### src/rtl/pipeline_ctrl.sv
// Pipeline hazard/stall controller: load-use interlock, branch flush and a
// multi-cycle divide stall. Optional stall counter enabled by PIPE_CTRL_PERF_EN.
module pipeline_ctrl #(
  parameter int unsigned DIV_CYCLES = 34
) (
  input  logic        clk,
  input  logic        rst,
  input  logic [4:0]  id_rs1,
  input  logic [4:0]  id_rs2,
  input  logic        id_rs1_used,
  input  logic        id_rs2_used,
  input  logic        ex_valid,
  input  logic [4:0]  ex_rd,
  input  logic        ex_mem_read,
  input  logic        ex_div,
  input  logic        branch_taken,
  output logic        pc_stall,
  output logic        ifid_stall,
  output logic        ifid_flush,
  output logic        idex_stall,
  output logic        idex_flush,
  output logic        exmem_flush,
  output logic        div_busy,
  output logic        div_done,
  output logic [31:0] perf_stall_cnt
);

  typedef enum logic {RUN = 1'b0, DIV_WAIT = 1'b1} state_t;

  // The trigger cycle in RUN is the first stalled cycle, so the counter
  // covers the remaining DIV_CYCLES-1 stalls before the release cycle.
  localparam logic [7:0] CNT_INIT = 8'(DIV_CYCLES - 1);

  state_t     state_reg, state_next;
  logic [7:0] cnt_reg, cnt_next;

  logic [4:0] src_idx [2];
  logic [1:0] src_used;
  logic [1:0] src_match;
  logic       load_use;
  logic       div_start;

  assign src_idx[0]  = id_rs1;
  assign src_idx[1]  = id_rs2;
  assign src_used[0] = id_rs1_used;
  assign src_used[1] = id_rs2_used;

  genvar gi;
  generate
    for (gi = 0; gi < 2; gi++) begin : g_src
      assign src_match[gi] = src_used[gi] && (src_idx[gi] == ex_rd);
    end
  endgenerate

  assign load_use  = ex_valid && ex_mem_read && (ex_rd != 5'd0) && (|src_match);
  assign div_start = !branch_taken && ex_valid && ex_div;

  always_ff @(posedge clk) begin
    if (rst) begin
      state_reg <= RUN;
      cnt_reg   <= 8'd0;
    end else begin
      state_reg <= state_next;
      cnt_reg   <= cnt_next;
    end
  end

  always_comb begin
    state_next = state_reg;
    cnt_next   = cnt_reg;
    case (state_reg)
      RUN: begin
        if (div_start) begin
          state_next = DIV_WAIT;
          cnt_next   = CNT_INIT;
        end
      end
      DIV_WAIT: begin
        // Release cycle always returns to RUN, so a lingering ex_div cannot retrigger.
        if (cnt_reg != 8'd0) cnt_next = cnt_reg - 8'd1;
        else                 state_next = RUN;
      end
      default: state_next = RUN;
    endcase
  end

  always_comb begin
    pc_stall    = 1'b0;
    ifid_stall  = 1'b0;
    ifid_flush  = 1'b0;
    idex_stall  = 1'b0;
    idex_flush  = 1'b0;
    exmem_flush = 1'b0;
    div_busy    = 1'b0;
    div_done    = 1'b0;
    if (!rst) begin
      case (state_reg)
        RUN: begin
          if (branch_taken) begin
            ifid_flush = 1'b1;
            idex_flush = 1'b1;
          end else if (ex_valid && ex_div) begin
            pc_stall    = 1'b1;
            ifid_stall  = 1'b1;
            idex_stall  = 1'b1;
            exmem_flush = 1'b1;
          end else if (load_use) begin
            pc_stall   = 1'b1;
            ifid_stall = 1'b1;
            idex_flush = 1'b1;
          end
        end
        DIV_WAIT: begin
          div_busy = 1'b1;
          if (cnt_reg != 8'd0) begin
            pc_stall    = 1'b1;
            ifid_stall  = 1'b1;
            idex_stall  = 1'b1;
            exmem_flush = 1'b1;
          end else begin
            div_done = 1'b1;
          end
        end
        default: ;
      endcase
    end
  end

`ifdef PIPE_CTRL_PERF_EN
  logic [31:0] perf_reg;

  always_ff @(posedge clk) begin
    if (rst)                                     perf_reg <= 32'd0;
    else if (pc_stall && (perf_reg != 32'hFFFF_FFFF)) perf_reg <= perf_reg + 32'd1;
  end

  assign perf_stall_cnt = perf_reg;
`else
  assign perf_stall_cnt = 32'd0;
`endif

endmodule

### config.mk
export PLATFORM = sky130hd
export DESIGN_NAME = pipeline_ctrl
export DESIGN_NICKNAME = d
export VERILOG_FILES = /design/src/rtl/pipeline_ctrl.sv
export SDC_FILE = /design/constraint.sdc
export NUM_CORES = 1
export LEC_CHECK = 0
export CAP_MARGIN = 30
export CORE_MARGIN = 2
export CORE_UTILIZATION = 45
export CTS_CLUSTER_SIZE = 24
export DETAILED_ROUTE_END_ITERATION = 16
export DONT_BUFFER_PORTS = 1
export PLACE_DENSITY = 0.67
export RECOVER_POWER = 50
export SYNTH_ARGS = -nofsm -noshare
export SYNTH_HDL_FRONTEND = slang
export SYNTH_SLANG_ARGS = --single-unit
### constraint.sdc
create_clock -name clk -period 2 [get_ports clk]
set_clock_uncertainty 0.2 [all_clocks]
set_input_delay 0.2 -clock clk [delete_from_list [all_inputs] [get_ports clk]]
set_output_delay 0.2 -clock clk [all_outputs]
set_load 0.05 [all_outputs]
== Yosys cells after proc, flatten, opt, wreduce, memory -nomap -nowiden ==
Index checks and enable logic that the tools add are counted.
Storage, ports and cells
  logic and storage cells: 48
  input bits: 23
  output and inout bits: 40
  bits in read-only memories: 0
  bits in latches: 0
  bits in writable memories: 0
  flip-flop bits (word level): 9
  memories: 0
Operators by class
  reductions and logical operators: 13
  $lt $le $gt $ge: 0
  eq/ne operators: 4
  multipliers: 0
  mux-type cells: 27
  shift-type cells: 0
  add/subtract/negate cells: 1
  divide/modulo/power cells: 0
  bitwise logic cells: 1
Operators by type and width (count)
  1-bit two-way mux: 21
  8-bit two-way mux: 2
  8-bit case mux with 2 select lines: 1
  5-bit equality test: 2
  1-bit logical AND: 8
  8-bit nonzero test: 1
  8-bit by 1-bit subtractor with 8-bit output (second input constant): 1
  1-bit case mux with 2 select lines: 3
  5-bit nonzero test: 1
  2-bit by 1-bit != test with 1-bit output (second input constant): 1
  2-bit != test (second input constant): 1
  2-bit AND reduction: 1
  2-bit OR reduction: 1
  1-bit logical NOT: 1
  1-bit NOT: 1

== Logic depth before layout (Yosys ltp) ==
Gate-level depths: netlist of run 1.
  depth in word-level cells: 9
  gate-level depth with buffers: 7
  gate-level depth less buffers: 6

== Worst setup path before layout of run 1 ==
No wires, ideal clock.
  path type: flip-flop to output port
  from: register cnt_reg[0]
  to: output pc_stall
  buffers on the path: 1
  path slack: -0.741 ns
  cell stages (with the launch flop): 8
  arrival time: 2.341 ns
  data required time: 1.600 ns
  cells stage by stage: dfxtp_1 -> inv_1 -> ha_1 -> nor3b_1 -> a21boi_1 -> nor2_1 -> o22ai_1 -> buf_4
Between the ends
  word-level cells in the longest chain between the ends: 4
Ends and longest elaborated chain
  start, declared: line 35  | logic [7:0] cnt_reg, cnt_next;
  start signal, assigned: line 64  | cnt_reg <= cnt_next;
  8-bit nonzero test: line 115  | if (cnt_reg != 8'd0) begin
  1-bit two-way mux
  1-bit case mux with 2 select lines
  1-bit two-way mux
  end, declared: line 17  | output logic pc_stall,
Every way passes these cells.

== Final worst setup path of run 1 ==
Ends and elaborated chain as after synthesis.

==> metrics.txt, run 1 <==
status finished with violations; failing checks negative setup slack; peak supply drop 0.264 mV; final WL 1.84 mm; critical path type reg2out; antenna violations before repair 0; core box area 1960 um2; Root Buffer clkbuf_4; routed len/inst 11.6 um; fin. max-slew vios 0; worst-skew pair later-pin latency 0.28 ns; Reg clk slew, reported paths 0.07 ns; Die Span Y 49.5 um; critical path required time 1.60 ns; hpwl dp 1.38 mm; Cell Count Post-Placement 149; total negative setup slack -0.428 ns; max FFs per register 8; ANT nets after route 0; Core Util, Final 56.4%; Layout Nets 158; Netlist cell types 34; syn avg cell area 7.95 um2; final setup fails 5; MaxCap Viol Count 0; Final period util 107%; largest net degree at the start of global routing 9; arrival time worst endpoint 1.75 ns; CP endpoint kind output port; ranking of synthesized cells by area buf_4 27%, dfxtp_1 19%, xor2_1 12%; P&R area growth vs syn 19.0%; endpoints failing hold 0; Max Clock Freq 465 MHz; DP Worst Slack 0.0170 ns; worst min path class in2reg; GRT overflow 0; Starting Density 47.4%; global-route usage over all layers 16.1%; synthesis-stage register bit count 9; ys async rst share 0%; ant diodes 0; main flop type after synthesis dfxtp_1; Synth top area share 27.5%; share of cells above drive strength 1 28.8%; die width 49.5 um; Ports 63; CTS Sinks 9; EDFF count, synth 0; post-synthesis sequential area ratio 19.4%; DRC Markers 0; final worst path period need 2.15 ns; Worst setup SP type flop; Hold Slack 0.0109 ns; Die ar. 2450 um2; via/cell ratio 4.74; drt first pass iters 3; synthesized cell area 930 um2; yosys warns 0; fin worst setup slack -0.150 ns; row cnt 16; RSZ-0062 raised after global routing true; placer congestion estimate 0.843; initial drt markers 4; CP max FO 3; worst-case clock buffer depth 2; Final Non-Filler Cells 159; power per cell area 562 nW/um2; most frequent cells in the layout 32 x conb_1, 13 x xor2_1, 12 x nor2_1, 11 x buf_4, 6 x dfxtp_1; Pleak 0.000466 uW; most common cell after layout, fill and taps aside conb_1; Vias 754; I/O Buffers 0; H-tree levels 1; vias in the first global route 676; CTS tree built; synthesized instance count 117; TritonCTS buffer count 3; leading area contributor after synthesis buf_4; first-pass GRT wire length 2.97 mm
## metrics by stage
| stage | total power (uW) | cell area [um2] |
|---|---|---|
| 6_report | 622 | 1110 |
| 5_1_grt | 649 | 1110 |
| 4_1_cts | 622 | 1090 |
| 3_5_place_dp | 457 | 1000 |
| 3_3_place_gp | 455 | 1000 |
| 2_1_floorplan | 478 | 1110 |
## metal layers
metal | up-vias | global-route usage [%] | routed length, um
li1 | 361 | - | -
met1 | 353 | 17.1 | 717
met2 | 36 | 27.5 | 949
met3 | 4 | 4.55 | 126
met4 | 0 | 10.6 | 48
met5 | - | 0 | 0
## power breakdown
part           switching [uW]  internal (uW)  leakage (uW)
combinational             209           72.3      0.000374
sequential               6.02            185     0.0000746
clock                    76.1           74.3     0.0000177
## repair_timing
item	4_1_cts	5_1_grt
endpoints found under the hold margin	4	0
gates resized for setup	6	3
hold buffers	1	0
endpoints found under the setup margin	5	5
pin swaps	4	2
buffers inserted	5	0
## path summary, 6_finish.rpt
kind	from	endpoint	slack, ns	cells after the start
max	cnt_reg[0]$_SDFFE_PP0P_	pc_stall	-0.15	7
max reg2reg	cnt_reg[1]$_SDFFE_PP0P_	cnt_reg[3]$_SDFFE_PP0P_	0.21	6
min reg2reg	cnt_reg[3]$_SDFFE_PP0P_	cnt_reg[3]$_SDFFE_PP0P_	0.36	2
min	rst	cnt_reg[3]$_SDFFE_PP0P_	0.01	2
## cell families after synthesis
family,count (synthesis),share of synthesized area (%)
DFF,9,19.4
other,1,0.403
and+or+nand+nor,38,22.5
xor gates and xnor gates,15,14.1
muxes,2,2.15
buffers and inverters,40,30.0
adders and majority gates,2,2.69
AOI/OAI and AO/OA,10,8.75
## Yosys cell counts, types with 2 or more instances
library cell  count
buf_4            34
nor2_1           14
xor2_1           13
dfxtp_1           9
inv_1             4
nor3_1            4
nand4_1           3
nor3b_1           3
nor4_1            3
ha_1              2
mux2i_1           2
nand2_1           2
o211ai_1          2
xnor2_1           2
## area by class of cell
type | instances | area (um2)
Clock buffer | 3 | 22.5
Clock inverter | 1 | 5.00
Fill cell | 177 | 856
Inverter | 4 | 17.5
Multi-Input combinational cell | 99 | 668
Sequential cell | 9 | 186
Tap cell | 27 | 33.8
Timing Repair Buffer | 16 | 173
## critical path: stages (launching register included)
cell and delay (ns):
dfxtp_4 0.36, inv_4 0.04, ha_4 0.14, nor3b_4 0.15
a311oi_2 0.24, nand4_1 0.18, o22ai_4 0.16, buf_12 0.19
Note: power is estimated with default switching activity, not from simulation.
==> inputs of run 2 (changes only) <==
==> constraint.sdc (replaced) <==
create_clock -name clk -period 2 [get_ports clk]
set_clock_uncertainty 0.2 [all_clocks]
set_input_delay 0.4 -clock clk [delete_from_list [all_inputs] [get_ports clk]]
set_output_delay 0.4 -clock clk [all_outputs]
set_load 0.05 [all_outputs]
==> metrics.txt, run 2 (same netlist as run 1, synthesis figures left out) <==
status finished with violations; failing checks negative setup slack; critical path required time 1.40 ns; Starting Density 47.4%; critical path type reg2out; CTS Sinks 9; grt met2 use 28.6%; Worst R2R End cnt_reg[3]$_SDFFE_PP0P_; max FFs per register 8; Ports 63; I/O Buffers 0; arrival time worst endpoint 1.69 ns; CTS tree built; Layout Nets 164; row cnt 16; Worst setup SP type flop; vias in the first global route 719; Max Clock Freq 436 MHz; initial drt markers 17; drt first pass iters 4; Final Non-Filler Cells 165; Vias 770; Die ar. 2450 um2; global-route usage over all layers 16.4%; H-tree levels 1; R2R Path Start cnt_reg[1]$_SDFFE_PP0P_; share of cells above drive strength 1 34.1%; GRT overflow 0; final setup fails 6; power per cell area 530 nW/um2; clock network power share 22.7%; placed inst area 1100 um2; Logic pwr share 47.0%; Root Buffer clkbuf_4; fin. max-slew vios 0; GR Util met3 5.45%; hpwl dp 1.51 mm; hold depth 2; routed len/inst 11.8 um; CP max FO 3; core box area 1960 um2; largest net degree at the start of global routing 9; DRC Markers 0; Worst Reg-to-Reg Cells 6; Hold Slack 0.227 ns; final worst path period need 2.29 ns; worst-case clock buffer depth 2; R2R Setup Slk 0.23 ns; most frequent cells in the layout 32 x conb_1, 16 x buf_4, 13 x xor2_1, 12 x nor2_1, 6 x dfxtp_1; peak supply drop 0.319 mV; Sw Pwr 286 uW; fin worst setup slack -0.292 ns; GRT Max-Usage Layer met2; via/cell ratio 4.67; ANT nets after route 0; Flop pwr share 30.4%; worst min path class in2reg; Reg clk slew, reported paths 0.06 ns; ant diodes 0; Layout fillers 180; Int Power 343 uW; Switching Share 45.5%; worst-skew pair later-pin latency 0.26 ns; critical hold path startpoint rst; first-pass GRT wire length 3.17 mm; Cell Count Post-Placement 157; die width 49.5 um; CP endpoint kind output port; final WL 1.95 mm; MaxCap Viol Count 0; RSZ-0062 raised after global routing true; P&R area growth vs syn 27.6%; endpoints failing hold 0; Core Util, Final 60.5%; Final period util 115%; Design Area, Final 1190 um2; met1 global-route usage 19.5%; Die Span Y 49.5 um; Pleak 0.000508 uW; antenna violations before repair 0; most common cell after layout, fill and taps aside conb_1; TritonCTS buffer count 3; DP Worst Slack -0.0575 ns; placer congestion estimate 0.821; Worst Hold Path EP cnt_reg[2]$_SDFFE_PP0P_
[run 2: cell count changes in the layout (fill, tap and decap cells not counted), sizes merged]
cell	before	now
clkinv	1	0
buf	15	20
clkbuf	3	5
[run 2: power groups by stage]
| stage | sequential (uW) | clock, uW | combinational (uW) |
|---|---|---|---|
| final | 191 | 143 | 295 |
| after CTS | 190 | 146 | 293 |
| after global routing | 191 | 159 | 310 |
| after floorplan | 195 | 0 | 289 |
| after detailed placement | 194 | 0 | 280 |
| after global placement | 194 | 0 | 276 |
[run 2: area by class of cell]
class	instances	area (um2)	share of cell area, %
Inverter	4	15.0	1.27
Timing Repair Buffer	22	215	18.1
Tap cell	27	33.8	2.85
Multi-Input combinational cell	99	712	60.0
Clock buffer	4	26.3	2.22
Sequential cell	9	184	15.5
[run 2: per-stage QoR]
stage / TNS (ns) / total power, uW
final: -0.977 / 629
after global routing: -1.37 / 660
after CTS: -0.941 / 629
after detailed placement: -0.170 / 475
after global placement: -0.0107 / 470
after floorplan: -0.555 / 484
[run 2: worst max-delay path by stage]
stage,from,endpoint,slack (ns),cells past startpoint
final,cnt_reg[1]$_SDFFE_PP0P_,ifid_stall,-0.29,7
after global routing,cnt_reg[1]$_SDFFE_PP0P_,ifid_stall,-0.36,7
after CTS,cnt_reg[1]$_SDFFE_PP0P_,ifid_stall,-0.31,7
after detailed placement,ex_rd[3],idex_flush,-0.06,5
after global placement,ex_rd[3],ifid_stall,-0.005,5
after floorplan,cnt_reg[0]$_SDFFE_PP0P_,pc_stall,-0.23,7
[run 2: layer usage]
| metal | part of all wire [%] | vias to the layer above |
|---|---|---|
| met1 | 40 | 354 |
| met3 | 7.2 | 2 |
| met2 | 52 | 41 |
| met4 | 0.72 | 0 |
| met5 | 0 | - |
| li1 | - | 373 |
[run 2: repair_timing]
| action | CTS | global route |
|---|---|---|
| hold buffers | 1 | 0 |
| gates resized for setup | 5 | 1 |
| setup buffers | 3 | 0 |
| endpoints found under the setup margin | 6 | 6 |
| cloned | 0 | 0 |
| pin swaps | 2 | 1 |
| hold endpoints to repair | 4 | 0 |
[run 2: worst max-delay path, stage by stage (launching register included)]
cell	delay, ns
dfxtp_2	0.33
inv_2	0.05
ha_4	0.15
nor3b_4	0.15
a311oi_1	0.22
nand4_1	0.18
o22ai_4	0.16
buf_12	0.19
==> inputs of run 3 (changes only) <==
RECOVER_POWER = 100   (was 50)
REMOVE_ABC_BUFFERS = 1   (was unset)
==> metrics.txt, run 3 (same netlist as run 1, synthesis figures left out) <==
via/cell ratio 4.50; Switching Share 45.2%; critical path type reg2out; drt first pass iters 4; initial drt markers 14; critical hold path startpoint rst; MaxCap Viol Count 0; I/O Buffers 0; Layout Nets 162; Flop pwr share 31.8%; Reg area 184 um2; Max Clock Freq 435 MHz; status finished with violations; largest net degree at the start of global routing 12; ANT nets after route 0; Starting Density 47.4%; Vias 734; worst-skew pair later-pin latency 0.26 ns; ant diodes 0; RSZ-0062 raised after global routing true; Die Span Y 49.5 um; Layout fillers 191; CP endpoint kind output port; TritonCTS buffer count 3; arrival time worst endpoint 1.70 ns; CTS Sinks 9; vias in the first global route 674; max FFs per register 8; peak supply drop 0.353 mV; failing checks negative setup slack; worst min path class in2reg; endpoints failing hold 0; Worst setup SP type flop; CP max FO 4; fin. max-slew vios 0; R2R Path Start cnt_reg[1]$_SDFFE_PP0P_; crit path from cnt_reg[1]$_SDFFE_PP0P_; power per cell area 552 nW/um2; global-route usage over all layers 15.3%; clock network power share 22.9%; fin worst setup slack -0.301 ns; most common cell after layout, fill and taps aside conb_1; Reg clk slew, reported paths 0.06 ns; H-tree levels 1; worst-case clock buffer depth 2; placed inst area 1020 um2; routed len/inst 11.1 um; CTS tree built; Pleak 0.000477 uW; die width 49.5 um; core box area 1960 um2; final WL 1.81 mm; GRT overflow 0; Int Power 329 uW; final worst path period need 2.30 ns; Final period util 115%; Root Buffer clkbuf_4; most frequent cells in the layout 32 x conb_1, 16 x buf_4, 13 x xor2_1, 12 x nor2_1, 6 x dfxtp_1; Die ar. 2450 um2; Design Area, Final 1090 um2; row cnt 16; placer congestion estimate 0.787; critical path required time 1.40 ns; Ports 63; share of cells above drive strength 1 28.7%; DRC Markers 0; P&R area growth vs syn 17.0%; hpwl dp 1.49 mm; final setup fails 4; first-pass GRT wire length 2.95 mm; Hold Slack 0.00704 ns; Sw Pwr 271 uW; antenna violations before repair 0; Logic pwr share 45.4%; area of the multi-input gates 644 um2
[run 3: repair_timing]
action	4_1_cts	5_1_grt
setup buffers	0	0
hold endpoints to repair	2	4
gates resized for setup	10	3
setup endpoints to repair	5	6
pin swaps	4	5
[run 3: final timing paths]
path	endpoint	slack (ns)	cells past startpoint
worst max-delay path	pc_stall	-0.30	7
worst min-delay path	cnt_reg[1]$_SDFFE_PP0P_	0.007	1
worst max register to register	cnt_reg[3]$_SDFFE_PP0P_	0.19	6
worst min register to register	cnt_reg[0]$_SDFFE_PP0P_	0.35	2
[run 3: area by class of cell]
cell class / count / area share, %
Tap cell: 27 / 3.11
Multi-Input combinational cell: 99 / 59.3
Sequential cell: 9 / 16.9
Timing Repair Buffer: 20 / 16.9
Inverter: 4 / 1.38
Clock buffer: 4 / 2.42
[run 3: critical path: stages, from the launching register on]
cell,delay (ns)
dfxtp_2,0.33
inv_2,0.05
ha_4,0.15
nor3b_4,0.15
a311oi_1,0.27
nand4_1,0.13
o22ai_2,0.16
buf_12,0.20
[run 3: routing by layer]
| layer | part of all wire (%) | GRT usage, % | wire length, um | vias to the layer above |
|---|---|---|---|---|
| met3 | 6.4 | 5.15 | 116 | 0 |
| met5 | 0 | 0 | 0 | - |
| met2 | 54 | 28.2 | 975 | 37 |
| met1 | 40 | 17.6 | 723 | 329 |
| li1 | - | - | - | 368 |
| met4 | 0 | 1.85 | 0 | 0 |
[run 3: power by group through the flow]
stage          registers [uW]  logic, uW  clock network, uW
6_report                  191        273                137
5_1_grt                   191        287                158
4_1_cts                   190        270                146
3_5_place_dp              193        263                  0
3_3_place_gp              193        260                  0
2_1_floorplan             195        215                  0
[run 3: through the flow]
step	total power [uW]	worst slack, ns	utilization, %	instances	TNS [ns]
2_1_floorplan	410	-1.23	-	112	-5.95
3_3_place_gp	453	-0.126	51.8	159	-0.373
3_5_place_dp	456	-0.204	51.8	159	-0.679
4_1_cts	606	-0.329	55.0	163	-1.04
5_1_grt	636	-0.371	55.4	163	-1.45
6_report	601	-0.301	55.4	163	-0.965
